## config.mk

```make
export PLATFORM = sky130hd
export DESIGN_NAME = icache_refill_arb
export DESIGN_NICKNAME = d
export VERILOG_FILES = /design/src/rtl/icache_arb_pkg.sv /design/src/rtl/icache_rr_pick.sv /design/src/rtl/icache_refill_arb.sv
export SDC_FILE = /design/constraint.sdc
export NUM_CORES = 1
export LEC_CHECK = 0
export ABC_AREA = 1
export CORE_MARGIN = 2
export CORE_UTILIZATION = 39
export DETAILED_ROUTE_END_ITERATION = 7
export GPL_TIMING_DRIVEN = 0
export HOLD_SLACK_MARGIN = 0.12
export PLACE_DENSITY = 0.81
export SYNTH_ARGS = -nofsm -noshare
export SYNTH_HDL_FRONTEND = slang
export SYNTH_SLANG_ARGS = --single-unit
```

## constraint.sdc

```tcl
create_clock -name clk -period 2.4 [get_ports clk]
set_clock_uncertainty 0.05 [all_clocks]
set_input_delay 0.48 -clock clk [delete_from_list [all_inputs] [get_ports clk]]
set_output_delay 0.48 -clock clk [all_outputs]
set_load 0.05 [all_outputs]
```

## src/rtl/icache_arb_pkg.sv

```systemverilog
// Shared types and helpers for the icache line-refill arbiter.
package icache_arb_pkg;

  // Arbiter FSM state. Plain 2-bit constants keep the encoding visible to
  // older blocks that decode the state directly.
  typedef logic [1:0] arb_state_t;

  localparam arb_state_t IDLE = 2'd0;
  localparam arb_state_t REQ  = 2'd1;
  localparam arb_state_t RSP  = 2'd2;

  // Widest binary index (index bits + none-valid flag) the helpers support.
  localparam int unsigned IDX_MAX_W = 6;

  // All-ones "no owner" index. Slice the low ID_WIDTH+1 bits at the use site.
  localparam logic [IDX_MAX_W-1:0] IDLE_IDX = '1;

  // Onehot to binary encoder. The OR-reduction is only meaningful for a
  // onehot or all-zero input; all-zero encodes to 0.
  function automatic int unsigned oh2bin(input logic [31:0] oh);
    int unsigned idx;
    idx = 0;
    for (int unsigned i = 0; i < 32; i++) begin
      if (oh[i]) begin
        idx = idx | i;
      end
    end
    return idx;
  endfunction

endpackage

```

## src/rtl/icache_rr_pick.sv

```systemverilog
// Round-robin pick: first set request at or above ptr, wrapping modulo REQ_NUM.
// Rotates the request vector down by ptr with a double-width shift, isolates
// the lowest set bit, then rotates the result back up by ptr.
module icache_rr_pick #(
  parameter int unsigned REQ_NUM = 4,
  localparam int unsigned ID_WIDTH = $clog2(REQ_NUM)
) (
  input  logic [REQ_NUM-1:0]  req,
  input  logic [ID_WIDTH-1:0] ptr,
  output logic [REQ_NUM-1:0]  winner,
  output logic                any_vld
);

  logic [REQ_NUM-1:0] rot;
  logic [REQ_NUM-1:0] pri;

  // Rotate down so bit 0 of rot is the requester at ptr.
  assign rot = REQ_NUM'({req, req} >> ptr);

  // Lowest set bit of the rotated vector is the highest-priority request.
  assign pri = rot & (~rot + 1'b1);

  // Rotate back up; the upper half of the doubled vector holds the result.
  assign winner = REQ_NUM'({pri, pri} << ptr >> REQ_NUM);

  assign any_vld = |req;

endmodule

```

## src/rtl/icache_refill_arb.sv

```systemverilog
// Round-robin arbiter for the icache line-refill port. The winner keeps the
// port from request through its final response beat; the grant is exported
// both onehot and as a binary index with a none-valid flag in the MSB.
module icache_refill_arb
  import icache_arb_pkg::*;
#(
  parameter int unsigned REQ_NUM    = 4,
  parameter int unsigned BEATS      = 4,
  parameter int unsigned ADDR_WIDTH = 32,
  localparam int unsigned ID_WIDTH  = $clog2(REQ_NUM)
) (
  input  logic                                clk,
  input  logic                                rst,
  input  logic [REQ_NUM-1:0]                  req_vld,
  input  logic [REQ_NUM-1:0][ADDR_WIDTH-1:0]  req_addr,
  output logic [REQ_NUM-1:0]                  req_rdy,
  output logic                                mem_req_vld,
  input  logic                                mem_req_rdy,
  output logic [ADDR_WIDTH-1:0]               mem_req_addr,
  output logic [ID_WIDTH-1:0]                 mem_req_id,
  input  logic                                mem_rsp_vld,
  input  logic                                mem_rsp_last,
  output logic [REQ_NUM-1:0]                  grant_onehot,
  output logic [ID_WIDTH:0]                   grant_idx,
  output logic                                rsp_done,
  output logic                                busy,
  output logic                                proto_err
);

  localparam int unsigned BEAT_W = $clog2(BEATS);
  localparam logic [BEAT_W-1:0] LAST_BEAT = BEAT_W'(BEATS - 1);
  localparam logic [ID_WIDTH-1:0] LAST_ID = ID_WIDTH'(REQ_NUM - 1);

  arb_state_t              state_q, state_d;
  logic [ID_WIDTH-1:0]     rr_ptr_q, rr_ptr_d;
  logic [BEAT_W-1:0]       beat_cnt_q, beat_cnt_d;
  logic [REQ_NUM-1:0]      grant_q, grant_d;
  logic [ADDR_WIDTH-1:0]   addr_q, addr_d;
  logic                    proto_err_q, proto_err_d;

  logic [REQ_NUM-1:0]      pick;
  logic                    pick_vld;
  logic [ADDR_WIDTH-1:0]   pick_addr;
  logic [ID_WIDTH-1:0]     grant_id;

  icache_rr_pick #(
    .REQ_NUM (REQ_NUM)
  ) u_pick (
    .req     (req_vld),
    .ptr     (rr_ptr_q),
    .winner  (pick),
    .any_vld (pick_vld)
  );

  // Winner address via AND-OR mux on the onehot pick.
  always_comb begin
    pick_addr = '0;
    for (int unsigned i = 0; i < REQ_NUM; i++) begin
      pick_addr = pick_addr | (req_addr[i] & {ADDR_WIDTH{pick[i]}});
    end
  end

  // Binary owner index, derived from the registered onehot grant.
  assign grant_id = ID_WIDTH'(oh2bin(32'(grant_q)));

  // Next-state, accept pulse and completion pulse.
  always_comb begin
    state_d     = state_q;
    rr_ptr_d    = rr_ptr_q;
    beat_cnt_d  = beat_cnt_q;
    grant_d     = grant_q;
    addr_d      = addr_q;
    proto_err_d = proto_err_q;
    req_rdy     = '0;
    rsp_done    = 1'b0;

    unique case (state_q)
      IDLE: begin
        if (pick_vld) begin
          req_rdy = pick;
          grant_d = pick;
          addr_d  = pick_addr;
          state_d = REQ;
        end
      end
      REQ: begin
        // Pointer moves only once memory has taken the request.
        if (mem_req_rdy) begin
          rr_ptr_d   = (grant_id == LAST_ID) ? '0 : grant_id + 1'b1;
          beat_cnt_d = '0;
          state_d    = RSP;
        end
      end
      RSP: begin
        if (mem_rsp_vld) begin
          // BEATS is a power of two, so the counter wraps naturally.
          beat_cnt_d = beat_cnt_q + 1'b1;
          if (mem_rsp_last != (beat_cnt_q == LAST_BEAT)) begin
            proto_err_d = 1'b1;
          end
          // Termination follows last only, even when the count disagrees.
          if (mem_rsp_last) begin
            rsp_done = 1'b1;
            grant_d  = '0;
            state_d  = IDLE;
          end
        end
      end
      default: begin
        state_d = IDLE;
        grant_d = '0;
      end
    endcase

    // Beats are only expected while a refill is outstanding.
    if (mem_rsp_vld && (state_q != RSP)) begin
      proto_err_d = 1'b1;
    end

    // Reset is asynchronous; keep the combinational accept quiet while held.
    if (rst) begin
      req_rdy = '0;
    end
  end

  // State and datapath registers.
  always_ff @(posedge clk or posedge rst) begin
    if (rst) begin
      state_q     <= IDLE;
      rr_ptr_q    <= '0;
      beat_cnt_q  <= '0;
      grant_q     <= '0;
      addr_q      <= '0;
      proto_err_q <= 1'b0;
    end else begin
      state_q     <= state_d;
      rr_ptr_q    <= rr_ptr_d;
      beat_cnt_q  <= beat_cnt_d;
      grant_q     <= grant_d;
      addr_q      <= addr_d;
      proto_err_q <= proto_err_d;
    end
  end

  assign mem_req_vld  = (state_q == REQ);
  assign mem_req_addr = addr_q;
  assign mem_req_id   = grant_id;
  assign grant_onehot = grant_q;
  assign grant_idx    = (state_q == IDLE) ? IDLE_IDX[ID_WIDTH:0] : {1'b0, grant_id};
  assign busy         = (state_q != IDLE);
  assign proto_err    = proto_err_q;

endmodule

```

==> impl_metrics.env, run 1 <==
export IMPL_internal_power_mw=4.19
export IMPL_worst_pin_slew_ns=0.552
export IMPL_hold_violations=0
export IMPL_crit_type="reg2out"
export IMPL_clk_latency_ns=0.31
export IMPL_drtIter0Drc=230
export IMPL_syn_cell_area_sq_um=3240
export IMPL_async_flop_share_pct=100
export IMPL_num_vias=4307
export IMPL_io_pin_count=186
export IMPL_ys_warn_count=0
export IMPL_grt_antenna_before_repair=0
export IMPL_startpoint="rr_ptr_q[0]"
export IMPL_start_util_pct=39.8
export IMPL_yosysMostFrequentCell="nand3_1"
export IMPL_clock_fmax_mhz=380
export IMPL_cts_sinks=43
export IMPL_irDropWorstVdd_mv=0.903
export IMPL_wl_per_cell_um=17.9
export IMPL_r2r_start="rr_ptr_q[1]"
export IMPL_grt_pass1_vias=4237
export IMPL_ys_types=27
export IMPL_dpl_worst_slack_ns=-1.22
export IMPL_drt_wl_total_um=14000
export IMPL_hold_path_class="reg2reg"
export IMPL_p_leak_nw=2.53
export IMPL_fin_nets=816
export IMPL_htreeDepth=2
export IMPL_critPathMostFrequentCell="nand2_4"
export IMPL_synth_seq_cells=43
export IMPL_vias_per_cell=5.49
export IMPL_cap_viol_max_count=0
export IMPL_timing_slew_headroom_pct=63.1
export IMPL_avgSynthCellArea_sq_um=6.87
export IMPL_area_growth_pct=77.6
export IMPL_ys_flop_type="dfrtp_1"
export IMPL_dieArea_sq_um=9040
export IMPL_finish_utilization_pct=70.7
export IMPL_rsz0062_at_grt="yes"
export IMPL_hold_depth=2
export IMPL_synth_top_cell_by_area="dfrtp_1"
export IMPL_rows=33
export IMPL_cts_tree="yes"
export IMPL_min_to="proto_err"
export IMPL_synthTopCellsByCount="167 x nand3_1, 104 x nor2_1, 59 x nand2_1"
export IMPL_synth_cells=471
export IMPL_endpoint_kind="primary output"
export IMPL_clk_pin_slew_ns=0.08
export IMPL_ys_seq_area_share_pct=33.3
export IMPL_run_status="complete, but fails checks"
export IMPL_num_antenna_cells=0
export IMPL_post_cts_hold_buffer_count=0
export IMPL_synthAdderAreaFrac_pct=0.387
export IMPL_hpwlAfterDp_um=9950
export IMPL_placed_area_sq_um=5290
export IMPL_critical_path_max_fanout=7
export IMPL_cp_data_arrival_time_ns=2.10
export IMPL_yosys_area_share_xor_xnor_pct=0.271
export IMPL_start_kind="register"
export IMPL_r2r_slack_ns=0.07
export IMPL_power_density_nw_per_um2=1660
export IMPL_die_h_um=95.1
export IMPL_drc=0
export IMPL_yosysTopAreaCellShare_pct=33.3
export IMPL_cp_top_family="simple AND/OR/NAND/NOR gates"
export IMPL_critPathSlowestCell="dfrtp_1"
export IMPL_pwr_share_seq_pct=13.3
export IMPL_crit_path_max_incr_delay_ns=0.38
export IMPL_violations="setup timing"
export IMPL_p_sw_mw=5.33
export IMPL_track_usage_pct=30.2
export IMPL_crit_chain="buf_6 -> inv_4 -> buf_8 -> nand2_4 -> nand2_2 -> nand2_1 -> nand2_1 -> nand2_2 -> nor2_4 -> nand2_4 -> nand3_4 -> nand2_4 -> nor3_4 -> buf_6"
export IMPL_core_region_area_sq_um=8130
export IMPL_rr_endpoint="mem_req_addr[6]"
export IMPL_synthMuxAreaShare_pct=0
export IMPL_required_ns=1.87
export IMPL_comb_power_share_pct=80.3
export IMPL_grt_max_degree=41
export IMPL_dr_pass1_iters=5
export IMPL_grt_overflow=0
export IMPL_synth_compound_area_share_pct=2.78
export IMPL_die_width_um=95.1
export IMPL_clockBufferDepth=2
export IMPL_p_clk_share_pct=6.4
export IMPL_cts_buffers=5
export IMPL_reg2reg_depth=13
export IMPL_syn_nets=609
export IMPL_grt_pass1_wl_um=20800
export IMPL_design_area_sq_um=5750
export IMPL_setup_ws_ns=-0.230
export IMPL_finalCritPeriodShare_pct=110
export IMPL_detail_route_antenna_nets=0
export IMPL_layout_drive_gt1_share_pct=15.9
export IMPL_finalSetupViolations=4
export IMPL_crit_buf_inv=4
export IMPL_clock_root_buffer="clkbuf_8"
export IMPL_drv_slew=0
export IMPL_hp_start="proto_err"
export IMPL_io_buffers=185
export IMPL_synthTopCellsByArea="dfrtp_1 33%, nand3_1 26%, nor2_1 12%"
export IMPL_finalCriticalPeriod_ns=2.63
export IMPL_synth_top_family_by_area="simple AND/OR/NAND/NOR gates"
export IMPL_yosys_area_share_simple_pct=52.2
export IMPL_swShare_pct=56.0
export IMPL_synth_edf_count=0
export IMPL_gp_congestion=0.875
-- how the worst max path moves through the flow --
stage,to,depth (start not counted)
2_1_floorplan,req_rdy[1],12
3_3_place_gp,req_rdy[3],11
3_5_place_dp,req_rdy[3],11
4_1_cts,req_rdy[3],14
5_1_grt,req_rdy[0],14
6_report,req_rdy[0],14
-- cell usage in the layout, fill, tap and decap left out, types with 10 or more instances in the layout --
master           Yosys  final
clkdlybuf4s50_1      0    174
nand3_2             12     10
buf_4                2     20
dfrtp_1             43     43
nand2_1             59     50
buf_6               14     16
inv_1               14     11
o21ai_0             13     13
nand3_1            167    161
nor2_1             104    101
clkbuf_8             4     10
nand2_4              1     10
-- sequential cells by signal, indices dropped and copies added, names as in the netlist --
signal	cells
grant_onehot	4
rr_ptr_q	2
state_q	2
proto_err	1
mem_req_addr	32
beat_cnt_q	2
-- power by group through the flow --
stage	Clock (mW)	Combinational, mW	Sequential, mW
final	0.612	7.64	1.27
after global routing	0.643	8.16	1.30
after CTS	0.611	7.27	1.26
after detailed placement	0	6.76	1.27
after global placement	0	6.61	1.26
after floorplan	0	3.74	2.24
-- worst min-delay path, cell delays in order (launching register included) --
cell and delay (ns):
dfrtp_1 0.35, inv_1 0.04, nand2_1 0.05
-- metal layers --
layer  track usage, %  share of wire [%]
met3             5.38                7.7
met5                0                  0
met2             54.2                 51
met1             35.5                 38
met4             11.7                3.2
-- per-stage QoR --
step                instances  hold slack, ns  TNS [ns]  power [mW]
finish                    784           0.419    -0.799        9.52
global route              784           0.484     -1.54        10.1
CTS                       779           0.422    -0.769        9.14
detailed placement        762           0.405    -11.32        8.03
global placement          761           0.394    -27.41        7.87
floorplan                 471           0.415   -0.0178        5.98
-- area by class of cell --
cell class                      count  area (sq um)
Buffer                             27           275
Inverter                           17          78.8
Clock buffer                        6          82.6
Clock inverter                      2          35.0
Sequential cell                    43          1080
Multi-Input combinational cell    378          2040
Fill cell                         659          2390
Timing Repair Buffer              206          2030
Tap cell                          105           131
-- logic make-up (layout without fill, tap and decap cells) --
logic type               count (synthesis)  in the layout
AND/OR/NAND/NOR                        359            359
buffers and inverters                   50            258
flip-flops                              43             43
AO/OA/AOI/OAI                           17             17
adder cells (fa/ha/maj)                  1              1
XOR/XNOR                                 1              1
-- what timing repair did --
item / CTS / global route
pin swaps: 15 / 18
setup buffers: 14 / 8
setup endpoints to repair: 6 / 28
resized for setup: 71 / 20
Note: power is estimated with default switching activity, not from simulation.
==> inputs of run 2 (changes only) <==
- CORE_UTILIZATION: 39 -> 37
- SYNTH_HIERARCHICAL: unset -> 1
==> run 2 against run 1 <==
  * Fmax is 4.9% lower
  * Sequential share of layout area is 1.3 points higher
  * Wire length decreased by 19%
  * Total power decreased by 11%
  * The flow still finishes with violations (setup timing)
  * Largest power group unchanged
  * Cell count fell by 5.0%
  * First-iteration DRC count fell by 40%
==> impl_metrics.env, run 2 <==
export IMPL_run_status="complete, but fails checks"
export IMPL_violations="setup timing"
export IMPL_synthAdderAreaFrac_pct=0.442
export IMPL_crit_chain="buf_6 -> clkinv_8 -> nand2_4 -> nand2_1 -> nand2_1 -> nand2_1 -> nand2_2 -> o21ai_4 -> nand3_2 -> nand2_2 -> buf_8 -> nand3_4 -> nor2_4 -> buf_8"
export IMPL_grt_pass1_wl_um=17000
export IMPL_rr_endpoint="mem_req_addr[7]"
export IMPL_ys_types=23
export IMPL_fin_cells=745
export IMPL_dr_pass1_iters=4
export IMPL_grt_max_degree=41
export IMPL_finalSetupViolations=4
export IMPL_critical_path_max_fanout=6
export IMPL_required_ns=1.87
export IMPL_yosys_area_share_xor_xnor_pct=0
export IMPL_synthTopCellsByCount="270 x nand2_1, 43 x dfrtp_1, 32 x nand4_1"
export IMPL_synthTopCellsByArea="dfrtp_1 38%, nand2_1 36%, nand4_1 7.1%"
export IMPL_drt_wl_total_um=11300
export IMPL_cts_buffers=5
export IMPL_track_usage_pct=25.3
export IMPL_setup_tns_ns=-1.33
export IMPL_async_flop_share_pct=100
export IMPL_clock_fmax_mhz=362
export IMPL_p_leak_nw=2.53
export IMPL_core_region_area_sq_um=7330
export IMPL_cts_sinks=43
export IMPL_synth_top_cell_by_area="dfrtp_1"
export IMPL_hpwlAfterDp_um=8180
export IMPL_rsz0062_at_grt="yes"
export IMPL_die_h_um=91.5
export IMPL_cap_viol_max_count=0
export IMPL_critPathMostFrequentCell="nand2_1"
export IMPL_io_buffers=185
export IMPL_cts_tree="yes"
export IMPL_grt_pass1_vias=3530
export IMPL_hold_path_class="reg2reg"
export IMPL_synthMuxAreaShare_pct=0
export IMPL_clock_root_buffer="clkbuf_8"
export IMPL_r2r_start="rr_ptr_q[0]"
export IMPL_ys_seq_area_share_pct=38.0
export IMPL_syn_cell_area_sq_um=2830
export IMPL_dp_cells=722
export IMPL_layout_common_cells="258 x nand2_1, 171 x clkdlybuf4s50_1, 43 x dfrtp_1, 32 x nand4_1, 24 x buf_4"
export IMPL_start_util_pct=38.6
export IMPL_synth_compound_area_share_pct=1.95
export IMPL_finalCritPeriodShare_pct=115
export IMPL_num_vias=3663
export IMPL_gp_congestion=0.867
export IMPL_endpoint_kind="primary output"
export IMPL_syn_nets=575
export IMPL_fin_nets=783
export IMPL_busiest_layer="met2"
export IMPL_drc=0
export IMPL_layout_drive_gt1_share_pct=15.9
export IMPL_setup_ws_ns=-0.365
export IMPL_die_width_um=91.5
export IMPL_start_kind="register"
export IMPL_detail_route_antenna_nets=0
export IMPL_crit_path_max_incr_delay_ns=0.40
export IMPL_synth_top_family_by_area="simple AND/OR/NAND/NOR gates"
export IMPL_clk_latency_ns=0.30
export IMPL_timing_slew_headroom_pct=64.0
export IMPL_yosysMostFrequentCell="nand2_1"
export IMPL_power_density_nw_per_um2=1580
export IMPL_synth_seq_cells=43
export IMPL_clk_pin_slew_ns=0.09
export IMPL_worst_pin_slew_ns=0.538
export IMPL_area_growth_pct=89.8
export IMPL_cp_endpoint="req_rdy[0]"
export IMPL_use_met3_pct=6.72
export IMPL_reg2reg_depth=17
export IMPL_wl_per_cell_um=15.2
export IMPL_synth_edf_count=0
export IMPL_seqCellArea_sq_um=1080
export IMPL_num_antenna_cells=0
export IMPL_ys_warn_count=6
export IMPL_htreeDepth=2
export IMPL_layout_commonest_cell="nand2_1"
export IMPL_ys_flop_type="dfrtp_1"
export IMPL_clockBufferDepth=2
export IMPL_avgSynthCellArea_sq_um=6.48
export IMPL_multiInputGateArea_sq_um=1770
export IMPL_drv_slew=0
export IMPL_yosysTopAreaCellShare_pct=38.0
export IMPL_grt_met2_usage_pct=46.5
export IMPL_startpoint="rr_ptr_q[0]"
export IMPL_hold_violations=0
export IMPL_crit_type="reg2out"
export IMPL_critPathSlowestCell="dfrtp_1"
export IMPL_io_pin_count=186
export IMPL_vias_per_cell=4.92
export IMPL_post_cts_hold_buffer_count=0
export IMPL_synth_cells=437
export IMPL_grt_antenna_before_repair=0
export IMPL_dieArea_sq_um=8360
export IMPL_largest_reg_flops=32
export IMPL_r2r_slack_ns=0.04
export IMPL_finalCriticalPeriod_ns=2.76
export IMPL_grt_overflow=0
export IMPL_yosys_area_share_simple_pct=51.7
export IMPL_fill_cells=555
export IMPL_cp_data_arrival_time_ns=2.23
export IMPL_rows=31
export IMPL_grt_met1_usage_pct=29.3
export IMPL_irDropWorstVdd_mv=1.04
export IMPL_drtIter0Drc=139
-- run 2: area by class of cell --
cell class / instances / share of cell area [%]
inverters: 15 / 1.37
flip-flops and latches: 43 / 20.0
clock inverters: 3 / 0.815
repair buffers: 205 / 37.7
well taps: 99 / 2.31
multi-input cells: 354 / 33.0
plain buffers: 21 / 3.54
clock buffers: 5 / 1.28
-- run 2: report_power, final --
group / total [mW] / switching, mW / internal (mW)
sequential: 1.30 / 0.214 / 1.09
combinational: 6.59 / 4.17 / 2.42
clock: 0.575 / 0.265 / 0.310
total: 8.47 / 4.65 / 3.82
-- run 2: logic make-up after synthesis --
logic type,count (synthesis)
buffers and inverters,40
flip-flops,43
AND/OR/NAND/NOR,344
adder cells (fa/ha/maj),1
AO/OA/AOI/OAI,9
-- run 2: stage by stage --
step / cell area [sq um] / setup slack, ns / hold slack [ns] / util, % / power, mW
after global placement: 4840 / -1.46 / 0.405 / 66.0 / 6.93
after CTS: 5170 / -0.254 / 0.435 / 70.5 / 8.12
after floorplan: 2860 / -0.0249 / 0.404 / - / 5.17
final: 5370 / -0.365 / 0.433 / 73.3 / 8.47
after global routing: 5370 / -0.430 / 0.447 / 73.3 / 9.05
after detailed placement: 4860 / -1.53 / 0.409 / 66.3 / 7.05
-- run 2: repair_timing --
item / 4_1_cts / 5_1_grt
resized for setup: 73 / 47
buffers inserted: 10 / 9
pin swaps: 10 / 22
setup endpoints to repair: 15 / 32
endpoints found under the hold margin: 0 / 0
-- run 2: per-layer routing --
layer | share of wire [%] | vias up | routed length (um)
met5 | 0 | - | 0
met4 | 1.2 | 0 | 139
met3 | 8.4 | 14 | 953
met2 | 51 | 156 | 5800
met1 | 39 | 1700 | 4430
li1 | - | 1793 | -
-- run 2: critical path: cells and delay by family, from the launching register on --
kind                   cells  cell delay [ns]
AND/OR/NAND/NOR            9             0.84
AO/OA/AOI/OAI              1             0.19
flip-flops                 1             0.40
buffers and inverters      4             0.50
-- run 2: worst min path at each step --
stage                           from                to  slack [ns]  depth (start not counted)
finish                     proto_err         proto_err        0.43                          2
global route        mem_req_addr[28]  mem_req_addr[28]        0.45                          2
CTS                        proto_err         proto_err        0.44                          2
detailed placement         proto_err         proto_err        0.41                          2
global placement           proto_err         proto_err        0.41                          2
floorplan              beat_cnt_q[0]     beat_cnt_q[0]        0.40                          1
==> inputs of run 3 (changes only) <==
--- a/config.mk
+++ b/config.mk
@@ -7,5 +7,4 @@
 export LEC_CHECK = 0
 export ABC_AREA = 1
-export CORE_MARGIN = 2
 export CORE_UTILIZATION = 37
 export DETAILED_ROUTE_END_ITERATION = 7
==> constraint.sdc (replaced) <==
create_clock -name clk -period 2.4 [get_ports clk]
set_clock_uncertainty 0.05 [all_clocks]
set_input_delay 0.36 -clock clk [delete_from_list [all_inputs] [get_ports clk]]
set_output_delay 0.36 -clock clk [all_outputs]
set_load 0.05 [all_outputs]
==> run 3 against run 2 <==
  * First-iteration DRC count decreased by 24%
  * Clock power increased by 17%
  * Total power decreased by 0.82%
  * The flow still finishes with violations (setup timing)
  * Die area decreased by 4.3%
  * Sequential cell count unchanged
  * Highest routed layer unchanged
==> impl_metrics.env, run 3 (synthesis gave the netlist of run 2 again) <==
export IMPL_post_cts_hold_buffer_count=0
export IMPL_p_leak_nw=2.50
export IMPL_r2r_slack_ns=0.11
export IMPL_grt_overflow=0
export IMPL_grt_max_degree=37
export IMPL_num_vias=3681
export IMPL_design_area_sq_um=5300
export IMPL_vias_per_cell=4.97
export IMPL_track_usage_pct=25.8
export IMPL_reg2reg_depth=17
export IMPL_placed_area_sq_um=4840
export IMPL_io_pin_count=186
export IMPL_p_total_mw=8.40
export IMPL_layout_common_cells="256 x nand2_1, 173 x clkdlybuf4s50_1, 43 x dfrtp_1, 32 x nand4_1, 17 x buf_4"
export IMPL_crit_chain="buf_6 -> inv_8 -> nand2_4 -> nand2_2 -> nand2_1 -> nand2_2 -> nand2_4 -> o21ai_4 -> nand3_2 -> nand2_2 -> buf_6 -> buf_8 -> nand3_4 -> nor2_4 -> buf_8"
export IMPL_cts_buffers=5
export IMPL_cts_sinks=43
export IMPL_hold_path_class="reg2reg"
export IMPL_start_kind="register"
export IMPL_area_growth_pct=87.3
export IMPL_worst_pin_slew_ns=0.556
export IMPL_endpoint_kind="primary output"
export IMPL_wl_per_cell_um=14.7
export IMPL_r2r_start="rr_ptr_q[0]"
export IMPL_finalSetupViolations=4
export IMPL_layout_drive_gt1_share_pct=15.0
export IMPL_grt_antenna_before_repair=0
export IMPL_run_status="complete, but fails checks"
export IMPL_largest_reg_flops=32
export IMPL_violations="setup timing"
export IMPL_setup_ws_ns=-0.137
export IMPL_critPathSlowestCell="dfrtp_1"
export IMPL_dp_cells=722
export IMPL_drt_wl_total_um=10900
export IMPL_gp_congestion=0.955
export IMPL_hp_start="proto_err"
export IMPL_rows=31
export IMPL_hold_violations=0
export IMPL_required_ns=1.99
export IMPL_die_h_um=89.5
export IMPL_multiInputGateArea_sq_um=1720
export IMPL_cap_viol_max_count=0
export IMPL_clk_pin_slew_ns=0.08
export IMPL_fill_cells=562
export IMPL_seqCellArea_sq_um=1080
export IMPL_irDropWorstVdd_mv=0.853
export IMPL_hpwlAfterDp_um=8020
export IMPL_clockBufferDepth=2
export IMPL_rr_endpoint="mem_req_addr[28]"
export IMPL_io_buffers=185
export IMPL_detail_route_antenna_nets=0
export IMPL_critical_path_max_fanout=6
export IMPL_crit_type="reg2out"
export IMPL_core_region_area_sq_um=7330
export IMPL_drc=0
export IMPL_finalCritPeriodShare_pct=106
export IMPL_clock_root_buffer="clkbuf_8"
export IMPL_hold_slack_ns=0.425
export IMPL_die_width_um=89.5
export IMPL_drv_slew=0
export IMPL_hold_depth=2
export IMPL_layout_commonest_cell="nand2_1"
export IMPL_cts_tree="yes"
export IMPL_clk_latency_ns=0.29
export IMPL_grt_pass1_vias=3352
export IMPL_num_antenna_cells=0
export IMPL_rsz0062_at_grt="yes"
export IMPL_cp_data_arrival_time_ns=2.13
export IMPL_fin_nets=778
export IMPL_start_util_pct=38.6
export IMPL_dieArea_sq_um=8000
export IMPL_drtIter0Drc=106
export IMPL_timing_slew_headroom_pct=62.8
export IMPL_critPathMostFrequentCell="nand2_2"
export IMPL_htreeDepth=2
export IMPL_finalCriticalPeriod_ns=2.54
export IMPL_dr_pass1_iters=5
export IMPL_grt_pass1_wl_um=15600
export IMPL_clock_fmax_mhz=394
export IMPL_fin_cells=740
export IMPL_crit_path_max_incr_delay_ns=0.39
export IMPL_min_to="proto_err"
export IMPL_power_density_nw_per_um2=1580
-- run 3: cell count changes in the layout (fill, tap and decap cells not counted), moves of 2 or more --
| cell | change |
|---|---|
| buf_6 | +3 |
| nand2_1 | -2 |
| inv_8 | +2 |
| nand3_4 | -2 |
| clkdlybuf4s50_1 | +2 |
| nand2_2 | +3 |
| buf_4 | -7 |
| nand3_1 | +3 |
| clkdlybuf4s15_1 | -2 |
-- run 3: how the worst max path moves through the flow --
stage | startpoint | to | slack [ns] | cells after the start
final | rr_ptr_q[0] | req_rdy[3] | -0.14 | 15
after global routing | rr_ptr_q[0] | req_rdy[3] | -0.25 | 15
after detailed placement | req_vld[2] | req_rdy[1] | -1.26 | 14
after floorplan | rr_ptr_q[0] | req_rdy[1] | -0.02 | 14
after CTS | rr_ptr_q[0] | req_rdy[2] | -0.1 | 15
after global placement | req_vld[0] | req_rdy[1] | -1.21 | 14
-- run 3: stage by stage --
stage / utilization [%] / worst slack (ns) / setup TNS [ns]
5_1_grt: 72.3 / -0.249 / -1.04
2_1_floorplan: - / -0.0235 / -0.0235
3_3_place_gp: 65.8 / -1.21 / -14.35
4_1_cts: 70.4 / -0.0998 / -0.289
6_report: 72.3 / -0.137 / -0.494
3_5_place_dp: 66.0 / -1.26 / -10.02
-- run 3: worst max-delay path: cells and delay by family, from the launching register on --
kind                   cells  cell delay (ns)
DFF                        1             0.39
and+or+nand+nor            9             0.73
AOI/OAI and AO/OA          1             0.15
buffers and inverters      5             0.57
-- run 3: timing repair --
| item | CTS | global route |
|---|---|---|
| pin swaps | 15 | 20 |
| gates resized for setup | 69 | 38 |
| buffers inserted | 11 | 2 |
| setup endpoints to repair | 5 | 27 |
-- run 3: where the power goes --
| part | leakage (nW) | internal, mW | switching, mW |
|---|---|---|---|
| Combinational | 1.91 | 2.33 | 4.10 |
| Clock | 0.0654 | 0.416 | 0.255 |
| Sequential | 0.530 | 1.09 | 0.212 |
-- run 3: area by class of cell --
type,count,area share [%]
plain buffers,22,3.85
clock inverters,2,1.13
inverters,15,1.35
repair buffers,199,37.2
well taps,99,2.34
multi-input cells,354,32.5
clock buffers,6,1.37
flip-flops and latches,43,20.3
-- run 3: metal layers --
| metal | share of wire (%) | up-vias | track usage [%] |
|---|---|---|---|
| met5 | 0 | - | 0 |
| met3 | 6.2 | 21 | 4.43 |
| met2 | 53 | 133 | 49.3 |
| li1 | - | 1786 | - |
| met4 | 2.5 | 0 | 7.50 |
| met1 | 39 | 1741 | 29.3 |
